**config.mk**
```make
export PLATFORM = sky130hd
export DESIGN_NAME = instr_stream_encoder_flat
export DESIGN_NICKNAME = d
export VERILOG_FILES = /design/src/rtl/instr_enc_pkg.sv /design/src/rtl/instr_stream_encoder_if.sv /design/src/rtl/instr_word_encoder.sv /design/src/rtl/instr_stream_encoder.sv /design/src/flat_wrapper.sv
export SDC_FILE = /design/constraint.sdc
export NUM_CORES = 1
export LEC_CHECK = 0
export ABC_CLOCK_PERIOD_IN_PS = 2600
export BUFFER_PORTS_ARGS = -buffer_cell sky130_fd_sc_hd__buf_2
export CAP_MARGIN = 20
export CORE_UTILIZATION = 46
export DETAILED_ROUTE_END_ITERATION = 12
export PLACE_DENSITY = 0.91
export SLEW_MARGIN = 10
export SYNTH_ARGS = -nofsm -noshare
export SYNTH_HDL_FRONTEND = slang
export SYNTH_SLANG_ARGS = --single-unit
```
**constraint.sdc**
```tcl
create_clock -name clk -period 2.6 [get_ports clk]
set_input_delay 0.13 -clock clk [delete_from_list [all_inputs] [get_ports clk]]
set_output_delay 0.13 -clock clk [all_outputs]
set_load 0.005 [all_outputs]
```
**src/rtl/instr_enc_pkg.sv**
```systemverilog
// Shared opcode map, field positions and request payload for the MIPS instruction encoder.
package instr_enc_pkg;

    typedef enum logic [3:0] {
        KIND_RTYPE = 4'd0,
        KIND_ADDI  = 4'd1,
        KIND_SUBI  = 4'd2,
        KIND_ANDI  = 4'd3,
        KIND_ORI   = 4'd4,
        KIND_SLTI  = 4'd5,
        KIND_LW    = 4'd6,
        KIND_LB    = 4'd7,
        KIND_SW    = 4'd8,
        KIND_SB    = 4'd9,
        KIND_BEQ   = 4'd10,
        KIND_BNE   = 4'd11,
        KIND_J     = 4'd12,
        KIND_MOVE  = 4'd13,
        KIND_ILL14 = 4'd14,
        KIND_ILL15 = 4'd15
    } kind_e;

    // Opcodes shared with the control decoder so both maps stay in lockstep.
    localparam logic [5:0] OP_RTYPE = 6'b000000;
    localparam logic [5:0] OP_ADDI  = 6'b000010;
    localparam logic [5:0] OP_SUBI  = 6'b000011;
    localparam logic [5:0] OP_ANDI  = 6'b000100;
    localparam logic [5:0] OP_ORI   = 6'b000101;
    localparam logic [5:0] OP_SLTI  = 6'b000111;
    localparam logic [5:0] OP_LW    = 6'b001000;
    localparam logic [5:0] OP_LB    = 6'b001001;
    localparam logic [5:0] OP_SW    = 6'b010000;
    localparam logic [5:0] OP_SB    = 6'b010001;
    localparam logic [5:0] OP_BEQ   = 6'b100011;
    localparam logic [5:0] OP_BNE   = 6'b100111;
    localparam logic [5:0] OP_J     = 6'b111000;
    localparam logic [5:0] OP_MOVE  = 6'b100000;

    localparam int unsigned OP_MSB    = 31;
    localparam int unsigned OP_LSB    = 26;
    localparam int unsigned RS_MSB    = 25;
    localparam int unsigned RS_LSB    = 21;
    localparam int unsigned RT_MSB    = 20;
    localparam int unsigned RT_LSB    = 16;
    localparam int unsigned RD_MSB    = 15;
    localparam int unsigned RD_LSB    = 11;
    localparam int unsigned FUNCT_MSB = 5;
    localparam int unsigned FUNCT_LSB = 0;
    localparam int unsigned IMM_MSB   = 15;
    localparam int unsigned IMM_LSB   = 0;
    localparam int unsigned TGT_MSB   = 25;
    localparam int unsigned TGT_LSB   = 0;

    typedef struct packed {
        kind_e       kind;
        logic [4:0]  rs;
        logic [4:0]  rt;
        logic [4:0]  rd;
        logic [5:0]  funct;
        logic [15:0] imm;
        logic [25:0] target;
    } instr_req_t;

    typedef enum logic [1:0] {
        ST_IDLE   = 2'd0,
        ST_ACCEPT = 2'd1,
        ST_WRITE  = 2'd2,
        ST_DONE   = 2'd3
    } enc_state_e;

    // Opcode for a kind; illegal kinds map to zero and are flagged separately.
    function automatic logic [5:0] kind_opcode(input kind_e k);
        logic [5:0] op;
        op = OP_RTYPE;
        case (k)
            KIND_ADDI: op = OP_ADDI;
            KIND_SUBI: op = OP_SUBI;
            KIND_ANDI: op = OP_ANDI;
            KIND_ORI:  op = OP_ORI;
            KIND_SLTI: op = OP_SLTI;
            KIND_LW:   op = OP_LW;
            KIND_LB:   op = OP_LB;
            KIND_SW:   op = OP_SW;
            KIND_SB:   op = OP_SB;
            KIND_BEQ:  op = OP_BEQ;
            KIND_BNE:  op = OP_BNE;
            KIND_J:    op = OP_J;
            KIND_MOVE: op = OP_MOVE;
            default:   op = OP_RTYPE;
        endcase
        return op;
    endfunction

endpackage

```
**src/rtl/instr_stream_encoder_if.sv**
```systemverilog
// Request handshake and instruction-memory write bus of the stream encoder.
interface instr_stream_encoder_if #(
    parameter int unsigned ADDR_W = 8
);
    logic              req_valid;
    logic              req_ready;
    logic [3:0]        req_kind;
    logic [4:0]        req_rs;
    logic [4:0]        req_rt;
    logic [4:0]        req_rd;
    logic [5:0]        req_funct;
    logic [15:0]       req_imm;
    logic [25:0]       req_target;
    logic              req_last;
    logic              imem_we;
    logic [ADDR_W-1:0] imem_addr;
    logic [31:0]       imem_wdata;

    modport master (
        output req_valid, req_kind, req_rs, req_rt, req_rd, req_funct,
               req_imm, req_target, req_last,
        input  req_ready, imem_we, imem_addr, imem_wdata
    );

    modport slave (
        input  req_valid, req_kind, req_rs, req_rt, req_rd, req_funct,
               req_imm, req_target, req_last,
        output req_ready, imem_we, imem_addr, imem_wdata
    );
endinterface

```
**src/rtl/instr_word_encoder.sv**
```systemverilog
// Combinational symbolic-instruction to 32-bit MIPS word encoder.
module instr_word_encoder
    import instr_enc_pkg::*;
(
    input  instr_req_t  req,
    output logic [31:0] word,
    output logic        illegal
);

    // Place fields by instruction format; unused request fields never reach the word.
    always_comb begin
        word    = '0;
        illegal = 1'b0;
        word[OP_MSB:OP_LSB] = kind_opcode(req.kind);
        case (req.kind)
            KIND_RTYPE: begin
                word[RS_MSB:RS_LSB]       = req.rs;
                word[RT_MSB:RT_LSB]       = req.rt;
                word[RD_MSB:RD_LSB]       = req.rd;
                word[FUNCT_MSB:FUNCT_LSB] = req.funct;
            end
            KIND_ADDI, KIND_SUBI, KIND_ANDI, KIND_ORI, KIND_SLTI, KIND_LW,
            KIND_LB, KIND_SW, KIND_SB, KIND_BEQ, KIND_BNE: begin
                word[RS_MSB:RS_LSB]   = req.rs;
                word[RT_MSB:RT_LSB]   = req.rt;
                word[IMM_MSB:IMM_LSB] = req.imm;
            end
            KIND_MOVE: begin
                word[RS_MSB:RS_LSB] = req.rs;
                word[RT_MSB:RT_LSB] = req.rt;
            end
            KIND_J: begin
                word[TGT_MSB:TGT_LSB] = req.target;
            end
            default: begin
                word    = '0;
                illegal = 1'b1;
            end
        endcase
    end

endmodule

```
**src/rtl/instr_stream_encoder.sv**
```systemverilog
// Instruction stream encoder/loader: encodes one request per handshake and writes
// it to consecutive instruction-memory words.
// Optional macro INSTR_ENC_CHECKSUM_EN builds a running XOR of written words.
module instr_stream_encoder
    import instr_enc_pkg::*;
#(
    parameter int unsigned ADDR_W    = 8,
    parameter int unsigned BASE_ADDR = 0
) (
    input  logic                 clk,
    input  logic                 reset,
    input  logic                 start,
    instr_stream_encoder_if.slave bus,
    output logic [ADDR_W:0]      count,
    output logic                 done,
    output logic                 error,
    output logic [31:0]          checksum
);

    localparam int unsigned      CNT_W      = ADDR_W + 1;
    localparam logic [ADDR_W:0]  FULL_COUNT = CNT_W'(1) << ADDR_W;
    localparam logic [ADDR_W-1:0] BASE      = ADDR_W'(BASE_ADDR);

    enc_state_e        state_q, state_d;
    instr_req_t        req;
    logic [31:0]       enc_word;
    logic              enc_illegal;
    logic              load_c, err_set_c, wr_done_c, full_c;
    logic              ready_q, we_q, done_q, error_q, last_q;
    logic [ADDR_W-1:0] addr_q;
    logic [31:0]       wdata_q;
    logic [ADDR_W:0]   count_q;

    assign req = '{kind:   kind_e'(bus.req_kind),
                   rs:     bus.req_rs,
                   rt:     bus.req_rt,
                   rd:     bus.req_rd,
                   funct:  bus.req_funct,
                   imm:    bus.req_imm,
                   target: bus.req_target};

    instr_word_encoder u_enc (
        .req     (req),
        .word    (enc_word),
        .illegal (enc_illegal)
    );

    assign full_c = (count_q == FULL_COUNT);

    // Next state and per-cycle actions; start overrides everything including a pending request.
    always_comb begin
        state_d   = state_q;
        load_c    = 1'b0;
        err_set_c = 1'b0;
        wr_done_c = 1'b0;
        if (start) begin
            state_d = ST_ACCEPT;
        end else begin
            case (state_q)
                ST_ACCEPT: begin
                    if (bus.req_valid) begin
                        if (full_c) begin
                            err_set_c = 1'b1;
                            state_d   = ST_DONE;
                        end else if (enc_illegal) begin
                            err_set_c = 1'b1;
                            if (bus.req_last) begin
                                state_d = ST_DONE;
                            end
                        end else begin
                            load_c  = 1'b1;
                            state_d = ST_WRITE;
                        end
                    end
                end
                ST_WRITE: begin
                    wr_done_c = 1'b1;
                    state_d   = last_q ? ST_DONE : ST_ACCEPT;
                end
                default: state_d = state_q;
            endcase
        end
    end

    // State register.
    always_ff @(posedge clk) begin
        if (reset) begin
            state_q <= ST_IDLE;
        end else begin
            state_q <= state_d;
        end
    end

    // Registered handshake, strobe and done flags follow the next state.
    always_ff @(posedge clk) begin
        if (reset) begin
            ready_q <= 1'b0;
            we_q    <= 1'b0;
            done_q  <= 1'b0;
        end else begin
            ready_q <= (state_d == ST_ACCEPT);
            we_q    <= (state_d == ST_WRITE);
            done_q  <= (state_d == ST_DONE);
        end
    end

    // Write word/address, word counter and sticky error.
    always_ff @(posedge clk) begin
        if (reset) begin
            addr_q  <= BASE;
            wdata_q <= '0;
            last_q  <= 1'b0;
            count_q <= '0;
            error_q <= 1'b0;
        end else if (start) begin
            addr_q  <= BASE;
            last_q  <= 1'b0;
            count_q <= '0;
            error_q <= 1'b0;
        end else begin
            if (load_c) begin
                wdata_q <= enc_word;
                last_q  <= bus.req_last;
            end
            if (wr_done_c) begin
                addr_q  <= addr_q + ADDR_W'(1);
                count_q <= count_q + CNT_W'(1);
            end
            if (err_set_c) begin
                error_q <= 1'b1;
            end
        end
    end

`ifdef INSTR_ENC_CHECKSUM_EN
    logic [31:0] csum_q;

    // Running XOR of every word, folded in as its write completes.
    always_ff @(posedge clk) begin
        if (reset || start) begin
            csum_q <= '0;
        end else if (wr_done_c) begin
            csum_q <= csum_q ^ wdata_q;
        end
    end

    assign checksum = csum_q;
`else
    assign checksum = '0;
`endif

    // The strobe is masked by reset so a write in flight is dropped immediately.
    assign bus.req_ready  = ready_q;
    assign bus.imem_we    = we_q & ~reset;
    assign bus.imem_addr  = addr_q;
    assign bus.imem_wdata = wdata_q;
    assign count          = count_q;
    assign done           = done_q;
    assign error          = error_q;

endmodule

```
**src/flat_wrapper.sv**
```systemverilog
// flat-port wrapper written by rule: the top's interface ports become plain ports
module instr_stream_encoder_flat import instr_enc_pkg::*;
#(
    parameter int unsigned ADDR_W    = 8,
    parameter int unsigned BASE_ADDR = 0
)
  (clk, reset, start, count, done, error, checksum, bus_req_valid, bus_req_kind, bus_req_rs, bus_req_rt, bus_req_rd, bus_req_funct, bus_req_imm, bus_req_target, bus_req_last, bus_req_ready, bus_imem_we, bus_imem_addr, bus_imem_wdata);
  instr_stream_encoder_if #(.ADDR_W(ADDR_W)) bus_i ();
  input  logic clk;
  input  logic reset;
  input  logic start;
  output logic [ADDR_W:0] count;
  output logic done;
  output logic error;
  output logic [31:0] checksum;
  input wire logic [$bits(bus_i.req_valid)-1:0] bus_req_valid;
  input wire logic [$bits(bus_i.req_kind)-1:0] bus_req_kind;
  input wire logic [$bits(bus_i.req_rs)-1:0] bus_req_rs;
  input wire logic [$bits(bus_i.req_rt)-1:0] bus_req_rt;
  input wire logic [$bits(bus_i.req_rd)-1:0] bus_req_rd;
  input wire logic [$bits(bus_i.req_funct)-1:0] bus_req_funct;
  input wire logic [$bits(bus_i.req_imm)-1:0] bus_req_imm;
  input wire logic [$bits(bus_i.req_target)-1:0] bus_req_target;
  input wire logic [$bits(bus_i.req_last)-1:0] bus_req_last;
  output wire logic [$bits(bus_i.req_ready)-1:0] bus_req_ready;
  output wire logic [$bits(bus_i.imem_we)-1:0] bus_imem_we;
  output wire logic [$bits(bus_i.imem_addr)-1:0] bus_imem_addr;
  output wire logic [$bits(bus_i.imem_wdata)-1:0] bus_imem_wdata;
  assign bus_i.req_valid = bus_req_valid;
  assign bus_i.req_kind = bus_req_kind;
  assign bus_i.req_rs = bus_req_rs;
  assign bus_i.req_rt = bus_req_rt;
  assign bus_i.req_rd = bus_req_rd;
  assign bus_i.req_funct = bus_req_funct;
  assign bus_i.req_imm = bus_req_imm;
  assign bus_i.req_target = bus_req_target;
  assign bus_i.req_last = bus_req_last;
  assign bus_req_ready = bus_i.req_ready;
  assign bus_imem_we = bus_i.imem_we;
  assign bus_imem_addr = bus_i.imem_addr;
  assign bus_imem_wdata = bus_i.imem_wdata;
  instr_stream_encoder #(.ADDR_W(ADDR_W), .BASE_ADDR(BASE_ADDR)) u_core (.clk(clk), .reset(reset), .start(start), .bus(bus_i), .count(count), .done(done), .error(error), .checksum(checksum));
endmodule
```
Yosys cells after proc, flatten, opt, wreduce, memory -nomap -nowiden
Memories as Yosys holds them, arrays and structs flattened. A register that Yosys moved wholly into a read port is not among the register bits.
Cells that the tools add are included.
{"block": "op_classes", "addsub": 2, "n_mul": 0, "n_div": 0, "order_cmp": 0, "n_eq_ne": 19, "shifts": 0, "muxes": 24, "n_bitwise": 3, "reduce_logical": 6}
{"cell": "$eq A4 B4 Y1 const B", "n": 6}
{"cell": "$pmux W10 S2", "n": 1}
{"cell": "$pmux W6 S3", "n": 1}
{"cell": "$eq A4 B3 Y1 const B", "n": 4}
{"cell": "$pmux W5 S3", "n": 1}
{"cell": "$reduce_or A14 Y1", "n": 1}
{"cell": "$reduce_or A13 Y1", "n": 1}
{"cell": "$mux W1", "n": 12}
{"cell": "$mux W2", "n": 6}
{"cell": "$reduce_or A11 Y1", "n": 1}
{"cell": "$pmux W5 S2", "n": 1}
{"cell": "$add A9 B1 Y9 const B", "n": 1}
{"cell": "$eq A9 B9 Y1 const B", "n": 1}
{"cell": "$add A8 B1 Y8 const B", "n": 1}
{"cell": "$eq A4 B2 Y1 const B", "n": 2}
{"cell": "$eq A2 B2 Y1 const B", "n": 3}
{"cell": "$mux W6", "n": 1}
{"cell": "$eq A2 B1 Y1 const B", "n": 2}
{"cell": "$eq A4 B1 Y1 const B", "n": 1}
{"cell": "$logic_not A4 Y1", "n": 1}
{"cell": "$pmux W2 S2", "n": 1}
{"cell": "$not A1 Y1", "n": 2}
{"cell": "$reduce_and A2 Y1", "n": 1}
{"cell": "$reduce_or A2 Y1", "n": 1}
{"cell": "$and A1 B1 Y1", "n": 1}
{"block": "word_totals", "register_bits": 56, "latchBits": 0, "ramBits": 0, "romBits": 96, "input_bits": 72, "out_inout_bits": 85, "word_cells": 64, "memories": 1}
{"memory": "(name not given)", "depth": 16, "word_bits": 6, "rd": 1, "rd_ports_with_merged_regs": 1, "write_ports": 0, "line": "instr_enc_pkg.sv:75", "text": "case (k)"}

Longest topological paths before layout
{"block": "depth", "ltp_word": 8, "ltp_mapped": 8, "ltp_nobuf": 7}

Modules after synthesis
A second synthesis with hierarchy kept.
{"block": "unflattened", "hier_cells": 354, "area_unflattened_um2": 3380.7}
{"mod": "instr_stream_encoder", "instances": 1, "cells_each": 260, "area_each_um2": 2539.9}
{"mod": "instr_word_encoder", "instances": 1, "cells_each": 94, "area_each_um2": 840.8}

Worst setup path before layout
No wires, ideal clock.
{"block": "synth_path", "kind": "flip-flop to flip-flop", "startpoint": "register u_core.state_q[0]", "endpoint": "register u_core.count_q[8], in the netlist u_core.count[8]", "t_arrival_ps": 1688, "required_ps": 2473, "setup_slack_ps": 784, "stages_incl_launch_ff": 9, "path_cell_list": "dfxtp_1 > inv_1 > ha_1 > buf_2 > and2b_1 > and3_1 > or3b_2 > xor2_1 > nor2_1"}
{"block": "synth_via", "elab_chain_len": 3}
{"element": "start, declared", "line": "instr_stream_encoder.sv:24", "text": "enc_state_e state_q, state_d;"}
{"element": "start signal, assigned", "line": "instr_stream_encoder.sv:90", "text": "state_q <= state_d;"}
{"element": "$eq A2 B2 Y1", "line": "instr_stream_encoder.sv:59", "text": "case (state_q)"}
{"element": "$mux W1", "line": "instr_stream_encoder.sv:59"}
{"element": "$mux W1", "line": "instr_stream_encoder.sv:56", "text": "if (start) begin"}
{"element": "end signal, assigned", "line": "instr_stream_encoder.sv:127", "text": "count_q <= count_q + CNT_W'(1);"}
{"element": "end, declared", "line": "instr_stream_encoder.sv:32", "text": "logic [ADDR_W:0] count_q;"}
No other way between the ends.
A chain may end at the register's enable or synchronous reset.

Final worst setup path
{"block": "layout_path", "startpoint": "register u_core.count_q[0], in the netlist u_core.count[0]", "endpoint": "register u_core.wdata_q[5], in the netlist u_core.bus.imem_wdata[5]"}
{"block": "layout_via", "elab_chain_len": 6}
{"element": "$eq A9 B9 Y1", "line": "instr_stream_encoder.sv:48", "text": "assign full_c = (count_q == FULL_COUNT);"}
{"element": "$mux W1", "line": "instr_stream_encoder.sv:62", "text": "if (full_c) begin"}
{"element": "$mux W1", "line": "instr_stream_encoder.sv:61", "text": "if (bus.req_valid) begin"}
{"element": "$mux W1", "line": "instr_stream_encoder.sv:59"}
{"element": "$mux W1", "line": "instr_stream_encoder.sv:56"}
{"element": "$reduce_and A2 Y1 (no source line)"}
{"element": "end signal, assigned", "line": "instr_stream_encoder.sv:122", "text": "wdata_q <= enc_word;"}
{"element": "end, declared", "line": "instr_stream_encoder.sv:31", "text": "logic [31:0] wdata_q;"}
No other way between the ends.

==> impl_metrics.ini <==
[status]
status = finished with violations
violations = DRC

[synthesis]
synth_area_um2 = 3093
synth-async-reset-ratio_pct = 0
synth_compound_area_share_pct = 23.34
synthMuxAreaShare_pct = 0.6472
avgSynthCellArea_um2 = 8.913
ys.flop_type = dfxtp_1
synth_fa_ha_area_share_pct = 5.259
netlist_instances = 347
ys_seq_elements = 56
yosysSeqAreaShare_pct = 36.25
synthXorXnorAreaFrac_pct = 3.964
synth-edff-count = 0
synth-simple-area-share_pct = 18.00
yosys_warnings = 0
synth_top_family_by_area = compound AO/OA/AOI/OAI gates
ys_types = 49

[clock_network]
tritoncts = done
clock-root-buffer = clkbuf_8
htree_num_levels = 2
clock_latency_ps = 310
cts_buffers = 5
cts_sinks = 56
cts_setup_buffers = 0
clock_path_buffers = 2
ctsResizeCount = 0
cts_hold_buf = 0
path_clk_slew_ps = 100

[placed_design]
port_buffers = 124
dp_hpwl_um = 5650
gp_congestion = 0.8484

[die]
io_pins = 157
core-area_um2 = 6422
start_util_pct = 48.16
num_rows = 29
die_area_um2 = 7056
die_h_um = 84
chipWidth_um = 84

[critical_path]
cp_data_arrival_time_ps = 2370
rrSetupSlack_ps = 480
worst-setup-path-type = flop to flop
worst_setup_path_end_kind = flop
required_ps = 2860
crit_start = u_core.count[0]
reg2reg_to = u_core.bus.imem_wdata[5]
path_max_fanout = 11
worstReg2RegStart = u_core.count[0]
reg2reg_depth = 7
cp-start-kind = flop

[worst_hold_path]
hold_class = primary input to flop
hp-start = bus_req_last
hold_end = u_core.last_q
worstHoldPathCells = 3

[timing]
hold_violations = 0
rsz0062_at_grt = no
tightest_slew_ps = 669.6
slew_headroom_pct = 55.20
finClkSkew_ps = 6.674
post-route-min-period_ps = 2116
fin_crit_sh_pct = 81.40
report.final.slew_viol_count = 0
finalSetupTns_ps = 0
fmax_mhz = 472.5
setup_viol = 0

[global_routing]
antenna_found_initial = 0
grt_max_degree = 31
grt_pass1_wl_um = 12010
track_usage_pct = 20.85
grt_overflow = 0
first_global_vias = 2707

[routing]
wire_per_inst_um = 13.28
detail-route-antenna-nets = 0
route.detailed.drc = 18
drt-total-wl_um = 7173
drtIter0Drc = 135
dr_total_vias = 2869
dr.pass1.iters = 8
viasPerCell = 5.313

[layout]
layout_common_cells = buf_2, dfxtp_1, nor2_1, a22o_1, conb_1
area_growth_pct = 20.02
final_common_cell = buf_2
diodes = 0
fin_util_pct = 57.80
drive_gt1_share_pct = 32.40
nNetsFinal = 547

[power_and_ir_drop]
ir_drop_mv = 0.2713
powerDensity_nw_per_um2 = 463.9
p_leak_nw = 1.761

[job]
max_cap_violations = 0
==> synth_stat cells, drive strengths merged (2+ instances only) <==
library cell / number / share of area, %
nor2b: 4 / 0.81
nor2: 47 / 5.7
clkbuf: 5 / 0.61
a21oi: 14 / 2.4
dfxtp: 56 / 36
a22o: 33 / 9.3
nor4b: 2 / 0.57
a221oi: 16 / 4.5
nor3: 21 / 3.6
buf: 47 / 11
nand3: 4 / 0.65
ha: 13 / 5.3
and3: 4 / 0.81
nand2: 14 / 1.7
xnor2: 4 / 1.1
or3: 4 / 0.81
mux2i: 2 / 0.65
xor2: 10 / 2.8
and2b: 2 / 0.49
o21ai: 5 / 0.81
inv: 10 / 1.2
o211ai: 2 / 0.65
or2: 3 / 0.61
a211oi: 4 / 0.97
nand4: 3 / 0.61
o221ai: 2 / 0.57
==> cell type report <==
type                    instances  area, µm²
clock inverters                 3      26.28
fillers                       593       2710
repair buffers                129      658.1
clock buffers                   5      68.82
well taps                      77      96.34
flip-flops and latches         56       1121
inverters                      10      37.54
multi-input cells             260       1704
==> where the power goes <==
| group | switching [mW] | internal [mW] |
|---|---|---|
| Sequential | 0.0140 | 0.882 |
| Combinational | 0.185 | 0.149 |
| Clock | 0.293 | 0.199 |
| Total | 0.492 | 1.23 |
==> registers in the layout, summed over array words and instances, names as in the netlist <==
register               flops
u_core.bus.req_ready       1
u_core.state_q             2
u_core.we_q                1
u_core.count               9
u_core.bus.imem_wdata     32
u_core.error               1
u_core.last_q              1
u_core.bus.imem_addr       8
u_core.done                1
==> worst max path at each step <==
stage | endpoint | slack [ps]
6_report | u_core.bus.imem_wdata[5] | 480
5_1_grt | u_core.bus.imem_wdata[15] | 270
4_1_cts | u_core.bus.imem_wdata[15] | 480
3_5_place_dp | u_core.bus.imem_wdata[15] | 320
3_3_place_gp | u_core.bus.imem_wdata[0] | 480
2_1_floorplan | u_core.count[8] | 780
==> stage by stage <==
stage	cell area [µm²]	total power, mW	std cells	setup WS (ps)	hold WS (ps)
2_1_floorplan	3209	1.167	378	784.3	266.0
3_3_place_gp	3617	1.237	532	483.4	402.7
3_5_place_dp	3617	1.248	532	324.5	417.1
4_1_cts	3712	1.740	540	476.4	69.56
5_1_grt	3712	1.814	540	266.7	82.15
6_report	3712	1.722	540	483.5	82.01
==> per-layer routing <==
layer | vias up | wire length, µm | track usage [%]
li1 | 1419 | - | -
met1 | 1307 | 3067 | 24.86
met4 | 0 | 149 | 7.994
met5 | - | 0 | 0
met3 | 13 | 449 | 3.363
met2 | 130 | 3508 | 37.33
==> kinds of logic (layout without fill, tap and decap cells) <==
kind of cell / count (synthesis) / after routing
AO/OA/AOI/OAI: 86 / 86
XOR/XNOR: 14 / 14
adder cells (fa/ha/maj): 13 / 13
buffers and inverters: 62 / 147
flip-flops: 56 / 56
multiplexers: 2 / 2
other: 1 / 32
AND/OR/NAND/NOR: 113 / 113
==> worst max-delay path, cell delays in order (launching register included) <==
cell,delay [ps]
dfxtp_1,440
inv_1,70
ha_1,180
nor4b_1,150
nand2_1,230
o211ai_2,200
nor3_2,570
a22o_1,220
Note: power is estimated with default switching activity, not from simulation.
